<file path="config.mk">
export PLATFORM = sky130hd
export DESIGN_NAME = baud_gen_os
export DESIGN_NICKNAME = d
export VERILOG_FILES = /design/src/rtl/baud_pkg.sv /design/src/rtl/baud_os_div.sv /design/src/rtl/baud_gen_os.sv
export SDC_FILE = /design/constraint.sdc
export NUM_CORES = 1
export LEC_CHECK = 0
export CAP_MARGIN = 20
export CORE_ASPECT_RATIO = 1.1
export CORE_MARGIN = 1
export CORE_UTILIZATION = 53
export CTS_CLUSTER_SIZE = 8
export DETAILED_ROUTE_END_ITERATION = 6
export PLACE_DENSITY_LB_ADDON = 0.05
export SETUP_SLACK_MARGIN = 0.05
export SLEW_MARGIN = 20
export SYNTH_ARGS = -nofsm -noshare
export SYNTH_HDL_FRONTEND = slang
export SYNTH_SLANG_ARGS = --single-unit
</file>
<file path="constraint.sdc">
create_clock -name clock -period 2.3 [get_ports clock]
set_input_delay 0.46 -clock clock [delete_from_list [all_inputs] [get_ports clock]]
set_output_delay 0.46 -clock clock [all_outputs]
set_load 0.005 [all_outputs]
</file>
<file path="src/rtl/baud_pkg.sv">
// rtl/baud_pkg.sv - shared defaults and width helpers for the fractional baud generator
package baud_pkg;

    localparam int DEF_CNT_W   = 16;
    localparam int DEF_INC_W   = 12;
    localparam int DEF_OS_RATE = 16;

    localparam int OS_W = $clog2(DEF_OS_RATE);

    function automatic int phase_w(input int os_rate);
        return (os_rate > 1) ? $clog2(os_rate) : 1;
    endfunction

endpackage

</file>
<file path="src/rtl/baud_os_div.sv">
// rtl/baud_os_div.sv - oversample phase counter with bit-tick decode and mid-bit preset
module baud_os_div
    import baud_pkg::*;
#(
    parameter  int OS_RATE = DEF_OS_RATE,
    localparam int PW      = phase_w(OS_RATE)
) (
    input  logic          clock,
    input  logic          reset,
    input  logic          tick,
    input  logic          clear,
    input  logic          preset,
    output logic [PW-1:0] os_phase,
    output logic          ce_bit
);

    localparam logic [PW-1:0] LAST = PW'(OS_RATE - 1);
    localparam logic [PW-1:0] HALF = PW'(OS_RATE / 2);

    // OS_RATE is a power of two, so the natural PW-bit rollover is the wrap
    always_ff @(posedge clock or negedge reset) begin
        if (!reset) begin
            os_phase <= '0;
            ce_bit   <= 1'b0;
        end else if (clear) begin
            os_phase <= '0;
            ce_bit   <= 1'b0;
        end else if (preset) begin
            os_phase <= HALF;
            ce_bit   <= 1'b0;
        end else begin
            ce_bit <= tick && (os_phase == LAST);
            if (tick) begin
                os_phase <= os_phase + 1'b1;
            end
        end
    end

endmodule

</file>
<file path="src/rtl/baud_gen_os.sv">
// rtl/baud_gen_os.sv - fractional baud generator top; BAUD_GEN_OS_RESYNC_EN enables resync
module baud_gen_os
    import baud_pkg::*;
#(
    parameter  int CNT_W   = DEF_CNT_W,
    parameter  int INC_W   = DEF_INC_W,
    parameter  int OS_RATE = DEF_OS_RATE,
    localparam int PW      = phase_w(OS_RATE)
) (
    input  logic             clock,
    input  logic             reset,
    input  logic             enable,
    input  logic             cfg_load,
    input  logic [INC_W-1:0] cfg_freq,
    input  logic [CNT_W-1:0] cfg_limit,
    input  logic             resync,
    output logic             ce_os,
    output logic             ce_bit,
    output logic [PW-1:0]    os_phase,
    output logic             cfg_pending
);

    logic [CNT_W-1:0] acc;
    logic [CNT_W-1:0] limit_a;
    logic [CNT_W-1:0] limit_s;
    logic [INC_W-1:0] freq_a;
    logic [INC_W-1:0] freq_s;

    logic [CNT_W:0] acc_x;
    logic [CNT_W:0] limit_x;
    logic [CNT_W:0] freq_x;
    logic [CNT_W:0] sum;
    logic [CNT_W:0] diff;
    logic           wrap;
    logic           rs_eff;
    logic           tick;
    logic           apply;
    logic           unused_msb;

`ifdef BAUD_GEN_OS_RESYNC_EN
    assign rs_eff = resync;
`else
    logic unused_resync;
    assign unused_resync = resync;
    assign rs_eff        = 1'b0;
`endif

    assign acc_x      = {1'b0, acc};
    assign limit_x    = {1'b0, limit_a};
    assign freq_x     = {{(CNT_W + 1 - INC_W){1'b0}}, freq_a};
    assign sum        = acc_x + freq_x;
    assign diff       = acc_x - limit_x;
    assign wrap       = (acc_x >= limit_x);
    assign unused_msb = sum[CNT_W] ^ diff[CNT_W];

    assign tick  = enable && !rs_eff && wrap;
    assign apply = cfg_pending && (!enable || rs_eff || wrap);

    always_ff @(posedge clock or negedge reset) begin
        if (!reset) begin
            acc   <= '0;
            ce_os <= 1'b0;
        end else begin
            ce_os <= tick;
            if (!enable || rs_eff) begin
                acc <= '0;
            end else if (wrap) begin
                acc <= diff[CNT_W-1:0];
            end else begin
                acc <= sum[CNT_W-1:0];
            end
        end
    end

    // apply always moves the old shadow; a same-edge cfg_load refills it and keeps pending
    always_ff @(posedge clock or negedge reset) begin
        if (!reset) begin
            freq_a      <= '0;
            limit_a     <= '0;
            freq_s      <= '0;
            limit_s     <= '0;
            cfg_pending <= 1'b0;
        end else begin
            if (apply) begin
                freq_a  <= freq_s;
                limit_a <= limit_s;
            end
            if (cfg_load) begin
                freq_s      <= cfg_freq;
                limit_s     <= cfg_limit;
                cfg_pending <= 1'b1;
            end else if (apply) begin
                cfg_pending <= 1'b0;
            end
        end
    end

    baud_os_div #(
        .OS_RATE (OS_RATE)
    ) u_os_div (
        .clock    (clock),
        .reset    (reset),
        .tick     (tick),
        .clear    (!enable),
        .preset   (enable && rs_eff),
        .os_phase (os_phase),
        .ce_bit   (ce_bit)
    );

endmodule

</file>
==> flow_summary.toml <==
[place]
place_inst = 609
globalplace.congestion = 0.871
portBuffers = 38
place_area_um2 = 5560
dpl_worst_slack_ns = -0.243
dp_hpwl_mm = 7.48

[status]
status = "finished with violations"
violations = "negative setup slack"

[synth]
ys_seq_area_frac = 0.434
synthMuxAreaShare = 0.161
async_flop_share = 1.00
ys_warn_count = 0
synth_seq_cells = 79
yosys.cell_types.count = 53
synth_compound_area_frac = 0.146
syn_avg_cell_area_um2 = 11.2
synth-simple-area-share = 0.0939
synth_ff_type = "dfrtp_1"
synth_xor_area_frac = 0.0404
synth_top_family_by_area = "multiplexers"
synth_cells = 407
synth_nets = 471
synth_edf_count = 0
synthAdderAreaFrac = 0.0884
synth_area_um2 = 4560

[setup_path]
arrival_ns = 2.69
cp_data_required_time_ns = 2.53
worstSetupStartpoint = "limit_a[0]"
reg2reg_depth = 11
crit_type = "reg -> reg"
cp-end-kind = "flop"
crit_chain = "ha_4, fa_2, nor2b_2, o21a_1, o21ai_2, o21ai_4, o21ai_4, a21boi_4, buf_12, buf_12, mux2_4"
worstReg2RegEnd = "freq_a[7]"
cp_top_family = "compound AO/OA/AOI/OAI gates"
r2r_slack_ns = -0.16
r2r_start = "limit_a[0]"
slowest_delay_ns = 0.42
crit_buf_inv = 2
crit_fanout = 7
cpMaxStageDelayCell = "dfrtp_1"
startpoint_type = "flop"

[grt]
antenna_found_initial = 0
grt_pass1_wl_mm = 17.5
track_usage = 0.249
grt_pass1_vias = 3648
grt_overflow_total = 0
grt_max_degree = 38

[power]
p_sw_uw = 3800
vdd_drop_max_v = 0.000852
power_frac_clock = 0.107
power_density_nw_per_um2 = 1530
power_frac_seq = 0.228
p_int_uw = 5690
switching_share = 0.400
leakage_uw = 0.00288
p_comb_frac = 0.665

[layout]
drive_gt1_frac = 0.383
final_cell_count_no_fill = 638
regArea_um2 = 1980
areaGrowthSynthToFinish_pct = 35.9
layout.nets = 587
n_antenna_cell = 0
postLayoutCellArea_um2 = 6200
fillers = 605
multi_input_area_um2 = 2730

[sta]
min_period_over_period = 1.07
whs_ns = 0.500
setup-violations-final = 40
tightest_slew_ns = 0.491
tns_ns = -4.98
layout_min_cycle_time_ns = 2.46
finalClockSkew_ns = 0.00681
rsz0062_at_grt = "true"
setup_slack_ns = -0.159
fmax_ghz = 0.407
slew_headroom = 0.670
finalHoldViolCount = 0
slew_viol_final = 0

[floorplan]
fp-row-count = 35
ioPinCount = 40
start_util = 0.545
dieArea_um2 = 8980
dieWidth_um = 90.4
dieHeight_um = 99.3
core_area_um2 = 8360

[routing]
drc = 0
ant_nets = 0
avgViaCountPerCell = 5.57
drtIter0Drc = 127
drt-total-wl_mm = 10.7
via_count = 3552
first_pass_iters = 4
avgRoutedWirePerCell_um = 16.7

[cts]
cts_buffers = 9
clkTransAtPathRegs_ns = 0.09
clock_path_buffers = 2
cts_tree = "yes"
cts_root_buffer = "clkbuf_8"
cts_max_level = 3
numClockSinks = 79
clock_latency_ns = 0.35

[hold_path]
min-delay-start = "freq_s[9]"
hp-class = "reg -> reg"
min_to = "freq_a[9]"
whs_path_depth = 1

[job]
drv_cap = 0
-- repair_timing --
action                                  4_1_cts  5_1_grt
endpoints found under the hold margin        19        0
gates resized for setup                      39       30
setup buffers                                 8        4
gates cloned                                  3        0
pin swaps                                    22       13
endpoints found under the setup margin       48       49
hold buffers                                  1        0
-- flip-flops by register name (all words and copies together), names as in the netlist --
| name | cells |
|---|---|
| cfg_pending | 1 |
| limit_s | 16 |
| u_os_div.os_phase | 4 |
| freq_a | 12 |
| u_os_div.ce_bit | 1 |
| limit_a | 16 |
| ce_os | 1 |
| acc | 16 |
| freq_s | 12 |
-- synthesized netlist by cell type, types with 5 or more instances --
| master | count | area share |
|---|---|---|
| nor3_1 | 5 | 0.0055 |
| nor2_1 | 29 | 0.024 |
| a21oi_1 | 21 | 0.023 |
| inv_1 | 20 | 0.016 |
| o21a_1 | 5 | 0.0082 |
| xnor2_1 | 14 | 0.027 |
| o21ai_0 | 16 | 0.018 |
| a31oi_1 | 9 | 0.012 |
| mux2_4 | 20 | 0.066 |
| ha_1 | 29 | 0.080 |
| dfrtp_1 | 79 | 0.43 |
| xor2_1 | 7 | 0.013 |
| nand2_1 | 21 | 0.017 |
| a21o_1 | 12 | 0.020 |
| nand4_1 | 6 | 0.0082 |
| a211oi_1 | 8 | 0.013 |
| o211ai_1 | 5 | 0.0082 |
| mux2_2 | 36 | 0.089 |
-- power groups by stage --
| stage | Clock, µW | Combinational (µW) | Sequential [µW] |
|---|---|---|---|
| after floorplan | 0 | 3550 | 2040 |
| after global placement | 0 | 5090 | 2130 |
| after detailed placement | 0 | 5220 | 2140 |
| after CTS | 1030 | 5830 | 2150 |
| after global routing | 1080 | 6870 | 2220 |
| final | 1020 | 6300 | 2170 |
-- cell type report --
type,count,area share
clock buffer,9,0.0200
clock inverter,6,0.00989
inverter,21,0.0127
multi-input combinational,296,0.441
sequential,79,0.319
tap,111,0.0224
timing repair buffer,116,0.175
-- routing by layer --
metal	vias to the layer above	global-route usage	routed length (µm)
met5	-	0	0
met4	0	0.0993	273
met3	20	0.0405	306
met2	72	0.440	5460
met1	1745	0.306	4630
li1	1715	-	-
-- through the flow --
stage | total power [µW] | utilization
floorplan | 5600 | -
global placement | 7220 | 0.664
detailed placement | 7360 | 0.664
CTS | 9010 | 0.722
global route | 10200 | 0.741
finish | 9480 | 0.741
-- worst max-delay path by stage --
| stage | endpoint | slack [ns] | depth (start not counted) |
|---|---|---|---|
| 3_5_place_dp | freq_a[2] | -0.24 | 10 |
| 6_report | freq_a[7] | -0.16 | 11 |
| 2_1_floorplan | freq_a[0] | -0.1 | 12 |
| 5_1_grt | freq_a[7] | -0.27 | 12 |
| 3_3_place_gp | freq_a[8] | -0.18 | 10 |
| 4_1_cts | freq_a[8] | -0.17 | 11 |
-- logic make-up (layout without fill, tap and decap cells) --
group                    after synthesis  count (layout)
AO/OA/AOI/OAI                         98              98
XOR/XNOR                              21              21
adder cells (fa/ha/maj)               31              31
buffers and inverters                 32             152
flip-flops                            79              79
multiplexers                          59              59
AND/OR/NAND/NOR                       87              87
-- cells in the final DEF, fill, tap and decap left out, types with 5 or more instances in the layout --
| cell | n |
|---|---|
| clkdlybuf4s50_1 | 37 |
| nor2_1 | 27 |
| nand2_1 | 20 |
| nor3_1 | 5 |
| o21ai_0 | 10 |
| ha_1 | 20 |
| o211ai_1 | 5 |
| a21oi_2 | 5 |
| mux2_4 | 28 |
| nand4_1 | 6 |
| dfrtp_1 | 78 |
| buf_12 | 6 |
| a21o_1 | 12 |
| inv_1 | 17 |
| mux2_2 | 28 |
| o21a_1 | 5 |
| ha_4 | 7 |
| xnor2_1 | 13 |
| xor2_1 | 7 |
| clkbuf_8 | 9 |
| a31oi_1 | 8 |
| a21oi_1 | 14 |
| buf_4 | 69 |
(Power assumes the default switching activity.)
==> variant 1, RTL diff (same settings) <==
Build with the macro `BAUD_GEN_OS_RESYNC_EN` defined.
--- a/src/rtl/baud_gen_os.sv
+++ b/src/rtl/baud_gen_os.sv
@@ -1,2 +1,4 @@
 // rtl/baud_gen_os.sv - fractional baud generator top; BAUD_GEN_OS_RESYNC_EN enables resync
+`define BAUD_GEN_OS_RESYNC_EN
+
 module baud_gen_os
Check against the original RTL: not equivalent (a bounded check fails within 4 cycles, from zero or initial values and one cycle with reset low).
==> variant 1 against the original RTL <==
- the flow still finishes with violations (negative setup slack)
- non-clock buffer count is 20 higher
- critical path depth fell by 1
- fmax fell by 4.9%
- routed wire length rose by 9.7%
- first-iteration DRC count grew 20%
- via count up 13%
- sequential share of layout area is 1.1 points lower
- worst setup slack got worse by 0.13 ns
- final area increased by 3.5%
- sequential cell count unchanged
- area after synthesis is 5.7% higher
- cell count increased by 11%
Power is not compared: it rests on default switching activity, and its combinational part moved more than twofold at a synthesized area within 25%.
==> variant 1: results (changes against the original RTL) <==
----------------------------------------------------
[Outcome]
  Status ... complete, but fails checks
  Violated checks ... negative setup slack

[Synthesis]
  Dominant synthesized flop cell ... dfrtp_1
  Number of nets produced by synthesis ... 528 (+12%)
  Post-Synth XOR/XNOR Area ... 0.0273 (-0.0131)
  Fraction of the mapped netlist area in compound gates ... 0.158 (+0.0126)
  Library cells used by synthesis ... 59 (+11%)
  Top post-synthesis cells by area ... dfrtp_1 (41%), mux2_2 (8.4%), ha_1 (7.5%), mux2_4 (6.2%), a21oi_1 (4.4%)
  Post-synthesis sequential area ratio ... 0.410 (-0.0235)
  Post-synthesis share of cell area spent on full adders, half adders and majority gates ... 0.0836 (-0.00480)
  Multiplexer share of the synthesized area ... 0.163 (+0.00163)
  Mean Syn Cell Area ... 10.4 sq um (-7.3%)
  Synth top cells by count ... dfrtp_1 (79), a21oi_1 (42), mux2_2 (36)

[Drt]
  Average routed wire per standard cell ... 16.5 um (-1.5%)
  Post-detailed-routing wire length ... 11700 um (+9.7%)
  Count of vias placed by the detailed router ... 4006 (+13%)
  Detailed router's first-iteration violation count ... 153 (+20%)

[STA]
  Layout Skew ... 0.00907 ns (+0.00226 ns)
  Summed negative setup slack over all endpoints ... -11.40 ns (-6.42 ns)
  Setup violation total in the final timing report ... 51 (+28%)
  Worst path setup slack after routing ... -0.286 ns (-0.127 ns)
  Transition time at the pin with the least slew margin ... 0.378 ns (-0.113 ns)

[Place]
  DPL Wire Length ... 8730 um (+17%)
  DP Cell Count ... 685 (+12%)
  Post-Place Worst Slack ... -0.281 ns (-0.0377 ns)
  Post-place instance area ... 5980 sq um (+7.7%)
  Weighted congestion reported at the end of routability-driven placement ... 0.917 (+5.3%)
  Port Buffer Count ... 39 (+2.6%)

[Worst setup path]
  Data arrival at the endpoint of the critical path ... 2.84 ns (+0.15 ns)
  Crit path max fanout ... 22 (+15)
  Cell family with the largest share of critical-path delay ... compound AO/OA/AOI/OAI gates
  Startpoint of the most critical register-to-register path ... acc[0]
  Reg2Reg Capture Point ... limit_a[4]
  Number of cells on the worst reg-to-reg path ... 10 (-1)
  Library cell contributing the largest single delay on the critical path ... a2111o_1

[GRT]
  Tot GR Track Use ... 0.259 (+0.0100)
  Number of global-route vias before repair ... 3946 (+8.2%)
  Wire length of the first global-routing pass ... 18800 um (+7.8%)
  Pin count of the biggest net entering global routing ... 43 (+13%)

[Finish]
  Number of nets at the end of the flow ... 656 (+12%)
  # fillers ... 670 (+11%)
  Share of post-route cells with drive strength above 1 ... 0.336 (-0.0477)
  Area of combinational cells with multiple inputs ... 2800 sq um (+2.6%)

[Pwr]
  Power share of the sequential group ... 0.313

[Worst hold path]
  Hold WC Path Type ... in2async

----------------------------------------------------
variant 1: cell count changes after synthesis, moves of 5 or more:
cell,before,now
clkbuf_1,4,10
o211ai_1,5,0
nand2_1,21,33
xnor2_1,14,9
a21oi_1,21,42
a31oi_1,9,4
nand3_1,3,14
mux2i_1,3,8
variant 1: cells by family (layout without fill, tap and decap cells):
kind of cell,Yosys count,after routing
XOR/XNOR,15,15
flip-flops,79,79
buffers and inverters,42,174
AO/OA/AOI/OAI,116,116
adder cells (fa/ha/maj),31,31
multiplexers,64,64
AND/OR/NAND/NOR,117,117
variant 1: how the worst max path moves through the flow:
stage	cells past startpoint	end	slack (ns)	start
floorplan	10	freq_a[10]	-0.22	acc[0]
global placement	10	limit_a[10]	-0.24	acc[0]
detailed placement	10	limit_a[6]	-0.28	acc[0]
CTS	10	limit_a[6]	-0.28	acc[0]
global route	10	limit_a[6]	-0.38	acc[0]
finish	10	limit_a[4]	-0.29	acc[0]
variant 1: cell type report:
| type | instances | area share |
|---|---|---|
| multi-input combinational | 343 | 0.437 |
| tap | 114 | 0.0222 |
| clock buffer | 12 | 0.0257 |
| clock inverter | 3 | 0.0101 |
| inverter | 23 | 0.0135 |
| timing repair buffer | 136 | 0.184 |
| sequential | 79 | 0.308 |
variant 1: what timing repair did:
item,CTS,global route
hold buffers,1,0
gates cloned,0,0
resized for setup,11,17
pin swaps,4,9
endpoints found under the hold margin,7,0
setup endpoints to repair,50,51
buffers inserted,5,4
variant 1: layer usage:
layer / vias up / track usage / part of all wire / wire length (um)
met5: - / 0 / 0 / 0
met2: 91 / 0.428 / 0.49 / 5680
met1: 1939 / 0.332 / 0.45 / 5320
met3: 21 / 0.0365 / 0.032 / 370
met4: 0 / 0.137 / 0.029 / 336
li1: 1955 / - / - / -
==> variant 2, RTL diff (same flow settings) <==
Made on the original files. Reset style: synchronous (`reset`), changed in 3 clocked blocks.
--- a/src/rtl/baud_os_div.sv
+++ b/src/rtl/baud_os_div.sv
@@ -20,3 +20,3 @@
     // OS_RATE is a power of two, so the natural PW-bit rollover is the wrap
-    always_ff @(posedge clock or negedge reset) begin
+    always_ff @(posedge clock) begin
         if (!reset) begin
--- a/src/rtl/baud_gen_os.sv
+++ b/src/rtl/baud_gen_os.sv
@@ -58,3 +58,3 @@
 
-    always_ff @(posedge clock or negedge reset) begin
+    always_ff @(posedge clock) begin
         if (!reset) begin
@@ -75,3 +75,3 @@
     // apply always moves the old shadow; a same-edge cfg_load refills it and keeps pending
-    always_ff @(posedge clock or negedge reset) begin
+    always_ff @(posedge clock) begin
         if (!reset) begin
Function: differs if reset is asserted again (counterexample within 4 cycles, from zero or initial values and one cycle with reset low); with reset held inactive, the same outputs for 4 cycles.
==> variant 2 against the original RTL <==
- the flow still finishes with violations (negative setup slack)
- final area up 3.3%
- sequential cell count stayed put
- worst setup slack improved by 0.025 ns
- area after synthesis down 4.5%
- routed wire length rose by 15%
- die area decreased by 4.4%
- sequential share of layout area is 6.7 points lower
- total power shrank 21%
- sequential power fell by 24%
- first-iteration DRC count rose by 120%
- via count up 16%
- hold slack got worse by 0.045 ns
- global-route usage is 3.7 points higher
- largest cell class unchanged
==> variant 2: results (changes against the original RTL) <==
----------------------------------------------------
[Worst setup path]
  Crit path max fanout ... 3 (-4)
  Data arrival at the endpoint of the critical path ... 2.72 ns (+0.03 ns)
  Longest individual stage delay on the worst path ... 0.37 ns (-0.05 ns)
  Reg2Reg Capture Point ... acc[4]

[Place]
  Post-Place Worst Slack ... -0.257 ns (-0.0139 ns)
  Post-place instance area ... 5280 sq um (-5.1%)
  Weighted congestion reported at the end of routability-driven placement ... 0.850 (-2.4%)
  DPL Wire Length ... 7320 um (-2.1%)

[Synthesis]
  Synth top cells by count ... dfxtp_1 (79), nand2_1 (57), nand3_1 (38)
  Post-synthesis share of cell area spent on full adders, half adders and majority gates ... 0.0925 (+0.00414)
  Top post-synthesis cells by area ... dfxtp_1 (36%), ha_1 (8.3%), mux2i_1 (6.4%), nand2_1 (4.9%), nor2b_1 (4.7%)
  Number of nets produced by synthesis ... 577 (+23%)
  Post-synthesis sequential area ratio ... 0.363 (-0.0705)
  Fraction of the mapped netlist area in compound gates ... 0.173 (+0.0269)
  Fraction of synthesis flops using an asynchronous set or reset pin ... 0 (-1.00)
  Mean Syn Cell Area ... 8.49 sq um (-24%)
  Library cells used by synthesis ... 51 (-3.8%)
  Multiplexer share of the synthesized area ... 0.0644 (-0.0970)

[GRT]
  Pin count of the biggest net entering global routing ... 70 (+84%)
  Wire length of the first global-routing pass ... 19200 um (+9.8%)
  Number of global-route vias before repair ... 3941 (+8.0%)
  Tot GR Track Use ... 0.286 (+0.0367)

[Clock tree]
  Number of hold-repair buffers added at the cts stage ... 0 (-1)
  Number of setup buffers added after CTS ... 9 (+1)

[STA]
  Setup violation total in the final timing report ... 44 (+10%)
  Max-Slew Margin vs Limit ... 0.366 (-0.304)
  Summed negative setup slack over all endpoints ... -3.48 ns (+1.50 ns)
  Worst path setup slack after routing ... -0.134 ns (+0.0252 ns)

[Outcome]
  Violated checks ... negative setup slack
  Status ... complete, but fails checks

[Finish]
  Number of nets at the end of the flow ... 680 (+16%)
  Share of post-route cells with drive strength above 1 ... 0.382 (-0.00104)

[Drt]
  Via-per-instance ratio ... 5.67 (+1.8%)
  Average routed wire per standard cell ... 16.8 um (+0.38%)
  TritonRoute pass-1 iters ... 5 (+1)

[Pwr]
  Reported leakage power ... 2.51 nW (-13%)

----------------------------------------------------
-- variant 2: cell count changes after synthesis, moves of 25 or more --
| cell | delta |
|---|---|
| mux2i_1 | +25 |
| nand3_1 | +35 |
| dfrtp_1 | -79 |
| o21ai_1 | +28 |
| mux2_2 | -36 |
| dfxtp_1 | +79 |
| nand2_1 | +36 |
| nor2b_1 | +31 |
-- variant 2: cell type report --
class / count / area [sq um]
Timing Repair Buffer: 117 / 1160
Clock buffer: 9 / 124
Inverter: 26 / 97.6
Multi-Input combinational cell: 383 / 3180
Fill cell: 493 / 1550
Clock inverter: 6 / 92.6
Tap cell: 108 / 135
Sequential cell: 79 / 1610
-- variant 2: per-layer routing --
layer,track usage,part of all wire,vias to the layer above
met3,0.0518,0.043,22
met2,0.467,0.51,138
met4,0.0645,0.017,0
met1,0.389,0.43,1950
met5,0,0,-
li1,-,-,2017
-- variant 2: critical path: cells and delay by family, from the launching register on --
| family | cells | cell delay [ns] |
|---|---|---|
| flip-flops | 1 | 0.34 |
| buffers and inverters | 3 | 0.29 |
| AND/OR/NAND/NOR | 2 | 0.50 |
| adder cells (fa/ha/maj) | 2 | 0.52 |
| AO/OA/AOI/OAI | 4 | 0.67 |
-- variant 2: power breakdown --
part | internal [mW] | total (mW) | switching [mW]
Sequential | 1.52 | 1.65 | 0.131
Clock | 0.613 | 1.17 | 0.553
Combinational | 2.43 | 4.68 | 2.25
Total | 4.56 | 7.49 | 2.93
-- variant 2: worst min-delay path by stage --
stage,slack (ns),end,depth (start not counted),start
final,0.46,limit_a[14],2,limit_a[14]
after global routing,0.47,limit_a[14],2,limit_a[14]
after CTS,0.46,freq_a[6],2,freq_a[6]
after detailed placement,0.44,limit_a[3],2,limit_a[3]
after global placement,0.44,limit_a[8],2,limit_a[8]
after floorplan,0.43,limit_a[3],2,limit_a[3]
